[src/rtl/pipe_pkg.sv]
// Shared types and widths for the pipeline flow controller and its perf counters.
package pipe_pkg;
    localparam int CNT_W  = 3;
    localparam int PERF_W = 32;

    typedef enum logic [1:0] {
        ST_RUN      = 2'd0,
        ST_LU_STALL = 2'd1,
        ST_FLUSH    = 2'd2
    } state_t;
endpackage

[src/rtl/pipe_flow_ctrl_if.sv]
// Hazard requests in, stage enables / strobes / valids / perf counts out.
interface pipe_flow_ctrl_if;
    import pipe_pkg::*;

    logic              pc_sel;
    logic              ld_use;
    logic              pc_en;
    logic              if_id_en;
    logic              if_id_flush;
    logic              id_ex_bubble;
    logic              stall;
    logic              v_id;
    logic              v_ex;
    logic              v_mem;
    logic              v_wb;
    logic [PERF_W-1:0] perf_stall_cnt;
    logic [PERF_W-1:0] perf_flush_cnt;

    modport master (
        input  pc_sel, ld_use,
        output pc_en, if_id_en, if_id_flush, id_ex_bubble, stall,
               v_id, v_ex, v_mem, v_wb, perf_stall_cnt, perf_flush_cnt
    );

    modport slave (
        output pc_sel, ld_use,
        input  pc_en, if_id_en, if_id_flush, id_ex_bubble, stall,
               v_id, v_ex, v_mem, v_wb, perf_stall_cnt, perf_flush_cnt
    );
endinterface

[src/rtl/pipe_flow_perf.sv]
// Load-use bubble and redirect event counters; 1-cycle latency, wrap at 2^PERF_W.
// No backpressure: one event per cycle per counter is always accepted.
module pipe_flow_perf
    import pipe_pkg::*;
(
    input  logic              clk,
    input  logic              rst,
    input  logic              lu_evt,
    input  logic              br_evt,
    output logic [PERF_W-1:0] stall_cnt,
    output logic [PERF_W-1:0] flush_cnt
);
    logic [PERF_W-1:0] stall_cnt_q, stall_cnt_d;
    logic [PERF_W-1:0] flush_cnt_q, flush_cnt_d;

    always_comb begin
        stall_cnt_d = stall_cnt_q + PERF_W'(lu_evt);
        flush_cnt_d = flush_cnt_q + PERF_W'(br_evt);
    end

    always_ff @(posedge clk) begin
        if (rst) begin
            stall_cnt_q <= '0;
            flush_cnt_q <= '0;
        end else begin
            stall_cnt_q <= stall_cnt_d;
            flush_cnt_q <= flush_cnt_d;
        end
    end

    assign stall_cnt = stall_cnt_q;
    assign flush_cnt = flush_cnt_q;
endmodule

[src/rtl/pipe_flow_ctrl.sv]
// Five-stage pipeline flow controller: enables/strobes combinational, valids 1 cycle.
// ld_use holds PC and IF/ID for LU_CYCLES; redirects squash IF/ID for FLUSH_CYCLES; PIPE_FLOW_PERF_EN adds counters.
module pipe_flow_ctrl
    import pipe_pkg::*;
#(
    parameter int FLUSH_CYCLES = 1,
    parameter int LU_CYCLES    = 1
) (
    input  logic             clk,
    input  logic             rst,
    pipe_flow_ctrl_if.master pif
);
    localparam logic [CNT_W-1:0] FLUSH_RELOAD = CNT_W'(FLUSH_CYCLES - 1);
    localparam logic [CNT_W-1:0] LU_RELOAD    = CNT_W'(LU_CYCLES - 1);
    localparam logic             FLUSH_MULTI  = (FLUSH_CYCLES > 1);
    localparam logic             LU_MULTI     = (LU_CYCLES > 1);

    state_t           state_q, state_d;
    logic [CNT_W-1:0] cnt_q, cnt_d;
    logic             v_id_q, v_id_d;
    logic             v_ex_q, v_ex_d;
    logic             v_mem_q, v_mem_d;
    logic             v_wb_q, v_wb_d;

    logic br_qual, lu_qual;
    logic pc_en, if_id_en, if_id_flush, id_ex_bubble;

    assign lu_qual = pif.ld_use & v_id_q & v_ex_q & ~pif.pc_sel;
    assign br_qual = pif.pc_sel & v_ex_q;

    always_comb begin
        pc_en        = 1'b1;
        if_id_en     = 1'b1;
        if_id_flush  = 1'b0;
        id_ex_bubble = 1'b0;
        state_d      = state_q;
        cnt_d        = cnt_q;

        if (br_qual) begin
            // Redirect wins in every state and restarts the squash window.
            if_id_flush  = 1'b1;
            id_ex_bubble = 1'b1;
            state_d      = FLUSH_MULTI ? ST_FLUSH : ST_RUN;
            cnt_d        = FLUSH_MULTI ? FLUSH_RELOAD : '0;
        end else begin
            case (state_q)
                ST_RUN: begin
                    if (lu_qual) begin
                        pc_en        = 1'b0;
                        if_id_en     = 1'b0;
                        id_ex_bubble = 1'b1;
                        state_d      = LU_MULTI ? ST_LU_STALL : ST_RUN;
                        cnt_d        = LU_MULTI ? LU_RELOAD : '0;
                    end
                end
                ST_LU_STALL: begin
                    pc_en        = 1'b0;
                    if_id_en     = 1'b0;
                    id_ex_bubble = 1'b1;
                    cnt_d        = cnt_q - CNT_W'(1);
                    if (cnt_q == CNT_W'(1)) state_d = ST_RUN;
                end
                ST_FLUSH: begin
                    if_id_flush  = 1'b1;
                    id_ex_bubble = 1'b1;
                    cnt_d        = cnt_q - CNT_W'(1);
                    if (cnt_q == CNT_W'(1)) state_d = ST_RUN;
                end
                default: begin
                    state_d = ST_RUN;
                    cnt_d   = '0;
                end
            endcase
        end

        // Reset loads NOPs into every stage register.
        if (rst) begin
            pc_en        = 1'b1;
            if_id_en     = 1'b1;
            if_id_flush  = 1'b1;
            id_ex_bubble = 1'b1;
        end

        v_id_d  = if_id_flush ? 1'b0 : (if_id_en ? 1'b1 : v_id_q);
        v_ex_d  = v_id_q & ~id_ex_bubble;
        v_mem_d = v_ex_q;
        v_wb_d  = v_mem_q;
    end

    always_ff @(posedge clk) begin
        if (rst) begin
            state_q <= ST_RUN;
            cnt_q   <= '0;
            v_id_q  <= 1'b0;
            v_ex_q  <= 1'b0;
            v_mem_q <= 1'b0;
            v_wb_q  <= 1'b0;
        end else begin
            state_q <= state_d;
            cnt_q   <= cnt_d;
            v_id_q  <= v_id_d;
            v_ex_q  <= v_ex_d;
            v_mem_q <= v_mem_d;
            v_wb_q  <= v_wb_d;
        end
    end

    assign pif.pc_en        = pc_en;
    assign pif.if_id_en     = if_id_en;
    assign pif.if_id_flush  = if_id_flush;
    assign pif.id_ex_bubble = id_ex_bubble;
    assign pif.stall        = rst | lu_qual | br_qual | (state_q != ST_RUN);
    assign pif.v_id         = v_id_q;
    assign pif.v_ex         = v_ex_q;
    assign pif.v_mem        = v_mem_q;
    assign pif.v_wb         = v_wb_q;

`ifdef PIPE_FLOW_PERF_EN
    logic              lu_evt, br_evt;
    logic [PERF_W-1:0] stall_cnt, flush_cnt;

    // Only bubbles caused by load-use count; redirect bubbles are excluded.
    assign lu_evt = ~rst & ~br_qual &
                    (((state_q == ST_RUN) & lu_qual) | (state_q == ST_LU_STALL));
    assign br_evt = ~rst & br_qual;

    pipe_flow_perf u_perf (
        .clk       (clk),
        .rst       (rst),
        .lu_evt    (lu_evt),
        .br_evt    (br_evt),
        .stall_cnt (stall_cnt),
        .flush_cnt (flush_cnt)
    );

    assign pif.perf_stall_cnt = stall_cnt;
    assign pif.perf_flush_cnt = flush_cnt;
`else
    assign pif.perf_stall_cnt = '0;
    assign pif.perf_flush_cnt = '0;
`endif
endmodule

[src/flat_wrapper.sv]
// flat-port wrapper written by rule: the top's interface ports become plain ports
module pipe_flow_ctrl_flat import pipe_pkg::*;
#(
    parameter int FLUSH_CYCLES = 1,
    parameter int LU_CYCLES    = 1
)
  (clk, rst, pif_pc_sel, pif_ld_use, pif_pc_en, pif_if_id_en, pif_if_id_flush, pif_id_ex_bubble, pif_stall, pif_v_id, pif_v_ex, pif_v_mem, pif_v_wb, pif_perf_stall_cnt, pif_perf_flush_cnt);
  pipe_flow_ctrl_if pif_i ();
  input  logic clk;
  input  logic rst;
  input wire logic [$bits(pif_i.pc_sel)-1:0] pif_pc_sel;
  input wire logic [$bits(pif_i.ld_use)-1:0] pif_ld_use;
  output wire logic [$bits(pif_i.pc_en)-1:0] pif_pc_en;
  output wire logic [$bits(pif_i.if_id_en)-1:0] pif_if_id_en;
  output wire logic [$bits(pif_i.if_id_flush)-1:0] pif_if_id_flush;
  output wire logic [$bits(pif_i.id_ex_bubble)-1:0] pif_id_ex_bubble;
  output wire logic [$bits(pif_i.stall)-1:0] pif_stall;
  output wire logic [$bits(pif_i.v_id)-1:0] pif_v_id;
  output wire logic [$bits(pif_i.v_ex)-1:0] pif_v_ex;
  output wire logic [$bits(pif_i.v_mem)-1:0] pif_v_mem;
  output wire logic [$bits(pif_i.v_wb)-1:0] pif_v_wb;
  output wire logic [$bits(pif_i.perf_stall_cnt)-1:0] pif_perf_stall_cnt;
  output wire logic [$bits(pif_i.perf_flush_cnt)-1:0] pif_perf_flush_cnt;
  assign pif_i.pc_sel = pif_pc_sel;
  assign pif_i.ld_use = pif_ld_use;
  assign pif_pc_en = pif_i.pc_en;
  assign pif_if_id_en = pif_i.if_id_en;
  assign pif_if_id_flush = pif_i.if_id_flush;
  assign pif_id_ex_bubble = pif_i.id_ex_bubble;
  assign pif_stall = pif_i.stall;
  assign pif_v_id = pif_i.v_id;
  assign pif_v_ex = pif_i.v_ex;
  assign pif_v_mem = pif_i.v_mem;
  assign pif_v_wb = pif_i.v_wb;
  assign pif_perf_stall_cnt = pif_i.perf_stall_cnt;
  assign pif_perf_flush_cnt = pif_i.perf_flush_cnt;
  pipe_flow_ctrl #(.FLUSH_CYCLES(FLUSH_CYCLES), .LU_CYCLES(LU_CYCLES)) u_core (.clk(clk), .rst(rst), .pif(pif_i));
endmodule
[config.mk]
export PLATFORM = sky130hd
export DESIGN_NAME = pipe_flow_ctrl_flat
export DESIGN_NICKNAME = d
export VERILOG_FILES = /design/src/rtl/pipe_pkg.sv /design/src/rtl/pipe_flow_ctrl_if.sv /design/src/rtl/pipe_flow_perf.sv /design/src/rtl/pipe_flow_ctrl.sv /design/src/flat_wrapper.sv
export SDC_FILE = /design/constraint.sdc
export NUM_CORES = 1
export LEC_CHECK = 0
export CORE_MARGIN = 2
export CORE_UTILIZATION = 26
export CTS_CLUSTER_DIAMETER = 150
export CTS_CLUSTER_SIZE = 10
export DETAILED_ROUTE_END_ITERATION = 8
export PLACE_DENSITY = 0.89
export SYNTH_ARGS = -nofsm -noshare
export SYNTH_HDL_FRONTEND = slang
export SYNTH_SLANG_ARGS = --single-unit
[constraint.sdc]
create_clock -name clk -period 1.2 [get_ports clk]
set_input_delay 0.24 -clock clk [delete_from_list [all_inputs] [get_ports clk]]
set_output_delay 0.24 -clock clk [all_outputs]
set_load 0.005 [all_outputs]
==> flow_summary.toml, run 1 <==
[route]
antenna_left = 0
num_vias = 373
first_pass_iters = 2
viasPerCell = 2.76
drt_iter0_markers = 2
remaining_drc_errors = 0
wire_per_inst_um = 6.18
postRouteWirelength_um = 834

[synth]
synthDistinctLibCells = 12
yosys_warnings = 0
synth_area_per_cell_um2 = 7.94
syn_area_um2 = 643
synth_seq_cells = 4
synthTopCellsByArea = "buf_4 76%, dfxtp_1 12%, and4bb_1 1.9%"
yosysSeqAreaShare_pct = 12.5
postSynthCellCount = 81
synth_top_cell_area_share_pct = 75.9
synth_largest_area_cell = "buf_4"

[final_layout]
layout.cells.non_filler = 135
n_antenna_cell = 0
fin_nets = 111
area_delta_synth_final_pct = 2.72
drive_gt1_share_pct = 25.7

[worst_hold_path]
worstHoldStart = "u_core.pif.v_mem"
hold_path.class = "flip-flop to flip-flop"
min_to = "u_core.pif.v_wb"
whs_path_depth = 1

[outcome]
violations = "setup timing"
status = "finished with violations"

[power_and_ir_drop]
vdd_ir_drop_max_mv = 0.369
pwr_density_cell_nw_per_um2 = 687
cellLeakagePower_uw = 0.000414

[timing]
rsz0062_at_grt = "yes"
hold_slack_ps = 458
slew_viol_final = 0
setup-tns-final_ps = -262
setup_viol = 5
fmax_ghz = 0.779
hold_violations = 0
fin_ws_ps = -83.8
final.period_utilization_pct = 107
clock_skew_ps = 3.09
period_needed_ps = 1280

[setup_path]
crit_chain = "a21oi_4 > buf_6 > nand2_2 > buf_2"
endpoint_kind = "output port"
crit_slowest_cell = "dfxtp_4"
rr_startpoint = "u_core.pif.v_ex"
ff2ff_setup_slack_ps = 310
worstPathMaxFanout = 3
reg2reg_to = "u_core.pif.v_id"
slowest_delay_ps = 350
ff2ff_path_depth = 4
crit_family = "flip-flops"
start_kind = "flip-flop"
cp_num_buf_inv = 2
critPathKind = "flip-flop to output port"
required_ps = 960
crit_arrival_ps = 1040

[floorplanning]
pin_count = 77
die_y_um = 53.7
core_um2 = 2410
num_rows = 18
die_x_um = 53.7
initial_core_util_pct = 26.7
die-area_um2 = 2890

[global_routing]
grt_use_total_pct = 4.67
antenna_found_initial = 0
grt_pass1_wl_um = 848
grt_pass1_vias = 225
grt_max_degree = 4
grt.overflow.total = 0

[place]
hpwl_um = 647
globalplace.congestion = 0.508
dp.cells = 126
port_buffers = 12

[clocking]
cts.clk_slew.worst_paths_ps = 40
cts_root_buffer = "clkbuf_4"
cts_tree = "built"
numCtsBuffers = 3
htreeDepth = 1
cts_sinks = 4
clock_latency_ps = 240
cts_buffer_depth = 2

[run]
maxCapViolations = 0
==> placed cells by master (no fill, tap or decap), types with 2 or more instances in the layout <==
master	n
clkbuf_2	2
nand2_2	2
clkbuf_4	3
buf_4	8
clkdlybuf4s15_1	3
dfxtp_1	2
conb_1	64
buf_2	3
buf_6	4
dlygate4sd2_1	3
==> logic make-up after synthesis <==
| logic type | synth area share (%) |
|---|---|
| AOI/OAI and AO/OA | 2.14 |
| buffers and inverters | 76.5 |
| DFF | 12.5 |
| other | 0.583 |
| and+or+nand+nor | 8.37 |
==> worst max path at each step <==
stage	slack [ps]	start	cells past startpoint	to
after floorplan	160	u_core.pif.v_ex	3	pif_pc_en
after global placement	-580	pif_pc_sel	4	pif_if_id_en
after detailed placement	-610	pif_pc_sel	4	pif_if_id_en
after CTS	-150	u_core.pif.v_ex	5	pif_id_ex_bubble
after global routing	-130	u_core.pif.v_ex	4	pif_stall
final	-80	u_core.pif.v_ex	4	pif_stall
==> power breakdown <==
part | switching, µW | total (µW) | internal [µW]
Sequential | 5.92 | 146 | 140
Clock | 59.1 | 171 | 112
Combinational | 77.5 | 136 | 58.7
Total | 143 | 454 | 311
==> cell usage after synthesis <==
| cell type | n |
|---|---|
| a21oi_2 | 1 |
| and2b_1 | 1 |
| and2b_2 | 1 |
| and3b_1 | 1 |
| and4bb_1 | 1 |
| buf_4 | 65 |
| conb_1 | 1 |
| dfxtp_1 | 4 |
| inv_1 | 1 |
| nand2_1 | 3 |
| nand3_1 | 1 |
| o21ai_1 | 1 |
==> worst reg2reg max path: stages (launching register included) <==
cell     delay, ps
dfxtp_4        360
a21oi_4         70
buf_6          120
buf_4          120
buf_4          120
==> sequential cells by signal, summed over array words and instances, names as in the netlist <==
name	count
u_core.pif.v_ex	1
u_core.pif.v_id	1
u_core.pif.v_mem	1
u_core.pif.v_wb	1
==> per-stage QoR <==
step | area, µm² | util (%) | setup WS, ps | power, µW
after CTS | 651 | 27.0 | -151 | 447
final | 661 | 27.4 | -83.8 | 454
after global placement | 587 | 24.4 | -577 | 260
after detailed placement | 587 | 24.4 | -613 | 262
after global routing | 661 | 27.4 | -134 | 491
after floorplan | 880 | - | 165 | 357
==> timing repair <==
item / in CTS / in global routing
gates resized for setup: 36 / 7
hold endpoints to repair: 0 / 0
setup endpoints to repair: 9 / 7
hold buffers: 0 / 0
buffers inserted: 5 / 2
pin swaps: 3 / 2
==> metal layers <==
metal	vias up	part of all wire, %	global-route usage, %
li1	169	-	-
met1	159	21	1.66
met2	43	56	9.76
met3	2	20	2.22
met4	0	3.0	6.41
met5	-	0	0
==> cell type report <==
| cell class | instances | area [µm²] |
|---|---|---|
| well taps | 30 | 37.5 |
| multi-input cells | 74 | 325 |
| clock buffers | 3 | 22.5 |
| fillers | 266 | 1750 |
| inverters | 1 | 3.75 |
| repair buffers | 23 | 186 |
| flip-flops and latches | 4 | 85.1 |
Note: power is estimated with default switching activity, not from simulation.
==> inputs of run 2 (changes only) <==
--- a/config.mk
+++ b/config.mk
@@ -10,7 +10,9 @@
 export CTS_CLUSTER_DIAMETER = 150
 export CTS_CLUSTER_SIZE = 10
 export DETAILED_ROUTE_END_ITERATION = 8
-export PLACE_DENSITY = 0.89
+export PLACE_DENSITY = 0.9
+export SETUP_SLACK_MARGIN = 0.05
 export SYNTH_ARGS = -nofsm -noshare
 export SYNTH_HDL_FRONTEND = slang
+export SYNTH_HIERARCHICAL = 1
 export SYNTH_SLANG_ARGS = --single-unit
==> flow_summary.toml, run 2 <==
[outcome]
status = "finished with violations"
violations = "setup timing"

[floorplanning]
core_um2 = 2250
die_x_um = 53.5
die-area_um2 = 2860
pin_count = 77
initial_core_util_pct = 28.2
num_rows = 17
die_y_um = 53.5

[setup_path]
ff2ff_setup_slack_ps = 200
ff2ff_path_depth = 5
worstPathMaxFanout = 3
endpoint = "pif_id_ex_bubble"
rr_startpoint = "u_core/pif.v_ex"
critPathKind = "flip-flop to output port"
crit_arrival_ps = 1000
required_ps = 960
endpoint_kind = "output port"
reg2reg_to = "u_core/pif.v_id"
start_kind = "flip-flop"
startpoint = "u_core/pif.v_ex"

[timing]
fin_ws_ps = -44.0
period_needed_ps = 1240
fmax_ghz = 0.804
hold_violations = 0
clock_skew_ps = 3.61
setup-tns-final_ps = -157
rsz0062_at_grt = "yes"
setup_viol = 4
slew_viol_final = 0
final.period_utilization_pct = 104

[final_layout]
final_area_um2 = 648
area_delta_synth_final_pct = 1.77
final_core_util_pct = 28.7
drive_gt1_share_pct = 25.7
fill_cells = 252
layout.cells.non_filler = 133
final_cell_mix = "64 x conb_1, 8 x buf_4, 5 x buf_2, 5 x buf_6"
fin_nets = 111
n_antenna_cell = 0
final_common_cell = "conb_1"

[route]
viasPerCell = 2.86
remaining_drc_errors = 0
first_pass_iters = 4
antenna_left = 0
postRouteWirelength_um = 954
num_vias = 380
wire_per_inst_um = 7.17
drt_iter0_markers = 4

[synth]
synth-edff-count = 0
synthTopCellsByArea = "buf_4 77%, dfxtp_1 13%, nor2b_1 2.0%"
yosysMostFrequentCell = "buf_4"
synthSimpleGateAreaFrac_pct = 7.47
synthMuxAreaShare_pct = 0
yosysSeqAreaShare_pct = 12.6
synth_top_cell_area_share_pct = 76.6
synth_xor_area_share_pct = 0
synthDistinctLibCells = 11
synth_area_per_cell_um2 = 7.86
synth_fa_ha_area_share_pct = 0
yosys_warnings = 6
synth_seq_cells = 4
synthArstFlopShare_pct = 0
synth_common_cells = "65 x buf_4, 4 x dfxtp_1, 3 x nand2_1, 2 x nor2b_1"
syn_area_um2 = 637
postSynth.topFlopCell = "dfxtp_1"
synth_largest_area_cell = "buf_4"
synth_top_family_by_area = "buffers and inverters"
synth_compound_area_share_pct = 2.16
postSynthCellCount = 81

[place]
globalplace.congestion = 0.544
hpwl_um = 661
dp.cells = 124
post-place-ws_ps = -596
port_buffers = 12
placed_area_um2 = 578

[clocking]
cts_tree = "built"
numCtsBuffers = 3
cts_root_buffer = "clkbuf_4"
cts.clk_slew.worst_paths_ps = 40
clock_latency_ps = 230
cts_sinks = 4
cts_buffer_depth = 2
htreeDepth = 1

[global_routing]
grt_pass1_wl_um = 1070
antenna_found_initial = 0
grt_max_degree = 4
grt_use_total_pct = 5.66
grt.overflow.total = 0
grt_pass1_vias = 249

[power_and_ir_drop]
pwr_density_cell_nw_per_um2 = 695
vdd_ir_drop_max_mv = 0.308
cellLeakagePower_uw = 0.000410

[worst_hold_path]
hold_path.class = "input port to flip-flop"
whs_path_depth = 4

[run]
maxCapViolations = 0
[run 2: cell types whose count changed in the layout (fill, tap and decap cells not counted), moves of 2 or more]
| cell | delta |
|---|---|
| clkdlybuf4s15_1 | -3 |
| nor2b_1 | +2 |
| nand2_2 | -2 |
| buf_2 | +2 |
| nand2_1 | +2 |
[run 2: metal layers]
| layer | track usage [%] | vias to the layer above | share of wire, % |
|---|---|---|---|
| li1 | - | 168 | - |
| met1 | 2.85 | 169 | 22 |
| met2 | 11.5 | 43 | 60 |
| met3 | 3.39 | 0 | 19 |
| met4 | 5.13 | 0 | 0 |
| met5 | 0 | - | 0 |
[run 2: worst min-delay path by stage]
stage                  endpoint              from
3_5_place_dp    u_core/pif.v_wb  u_core/pif.v_mem
6_report        u_core/pif.v_wb               rst
2_1_floorplan  u_core/pif.v_mem               rst
3_3_place_gp    u_core/pif.v_wb  u_core/pif.v_mem
4_1_cts         u_core/pif.v_wb  u_core/pif.v_mem
5_1_grt         u_core/pif.v_wb               rst
[run 2: logic make-up after synthesis]
logic type             count (synthesis)
buffers and inverters                 66
and+or+nand+nor                        8
DFF                                    4
AOI/OAI and AO/OA                      2
other                                  1
[run 2: worst max-delay path, cell delays in order, from the launching register on]
cell	delay (ps)
dfxtp_4	350
a21oi_4	150
buf_6	120
nand2_1	40
buf_2	120
[run 2: area by class of cell]
cell class                      count  area (µm²)  share of cell area, %
Inverter                            1        3.75                  0.579
Multi-Input combinational cell     74         324                   50.0
Timing Repair Buffer               23         178                   27.4
Sequential cell                     4        85.1                   13.1
Tap cell                           28        35.0                   5.41
Clock buffer                        3        22.5                   3.47
[run 2: power by group]
part | switching [µW] | total [µW] | leakage (µW) | internal [µW]
Clock | 50.0 | 162 | 0.0000138 | 112
Combinational | 82.0 | 142 | 0.000362 | 60.1
Sequential | 6.25 | 147 | 0.0000337 | 140
Total | 138 | 450 | 0.000410 | 312
[run 2: timing repair]
item / CTS / global route
setup buffers: 5 / 3
endpoints found under the setup margin: 9 / 7
gates cloned: 0 / 0
pin swaps: 3 / 2
resized for setup: 40 / 7
hold buffers: 0 / 0
[run 2: stage by stage]
step                hold slack (ps)  power (µW)
CTS                             455         444
finish                          446         450
floorplan                       312         357
detailed placement              455         263
global placement                447         261
global route                    441         502
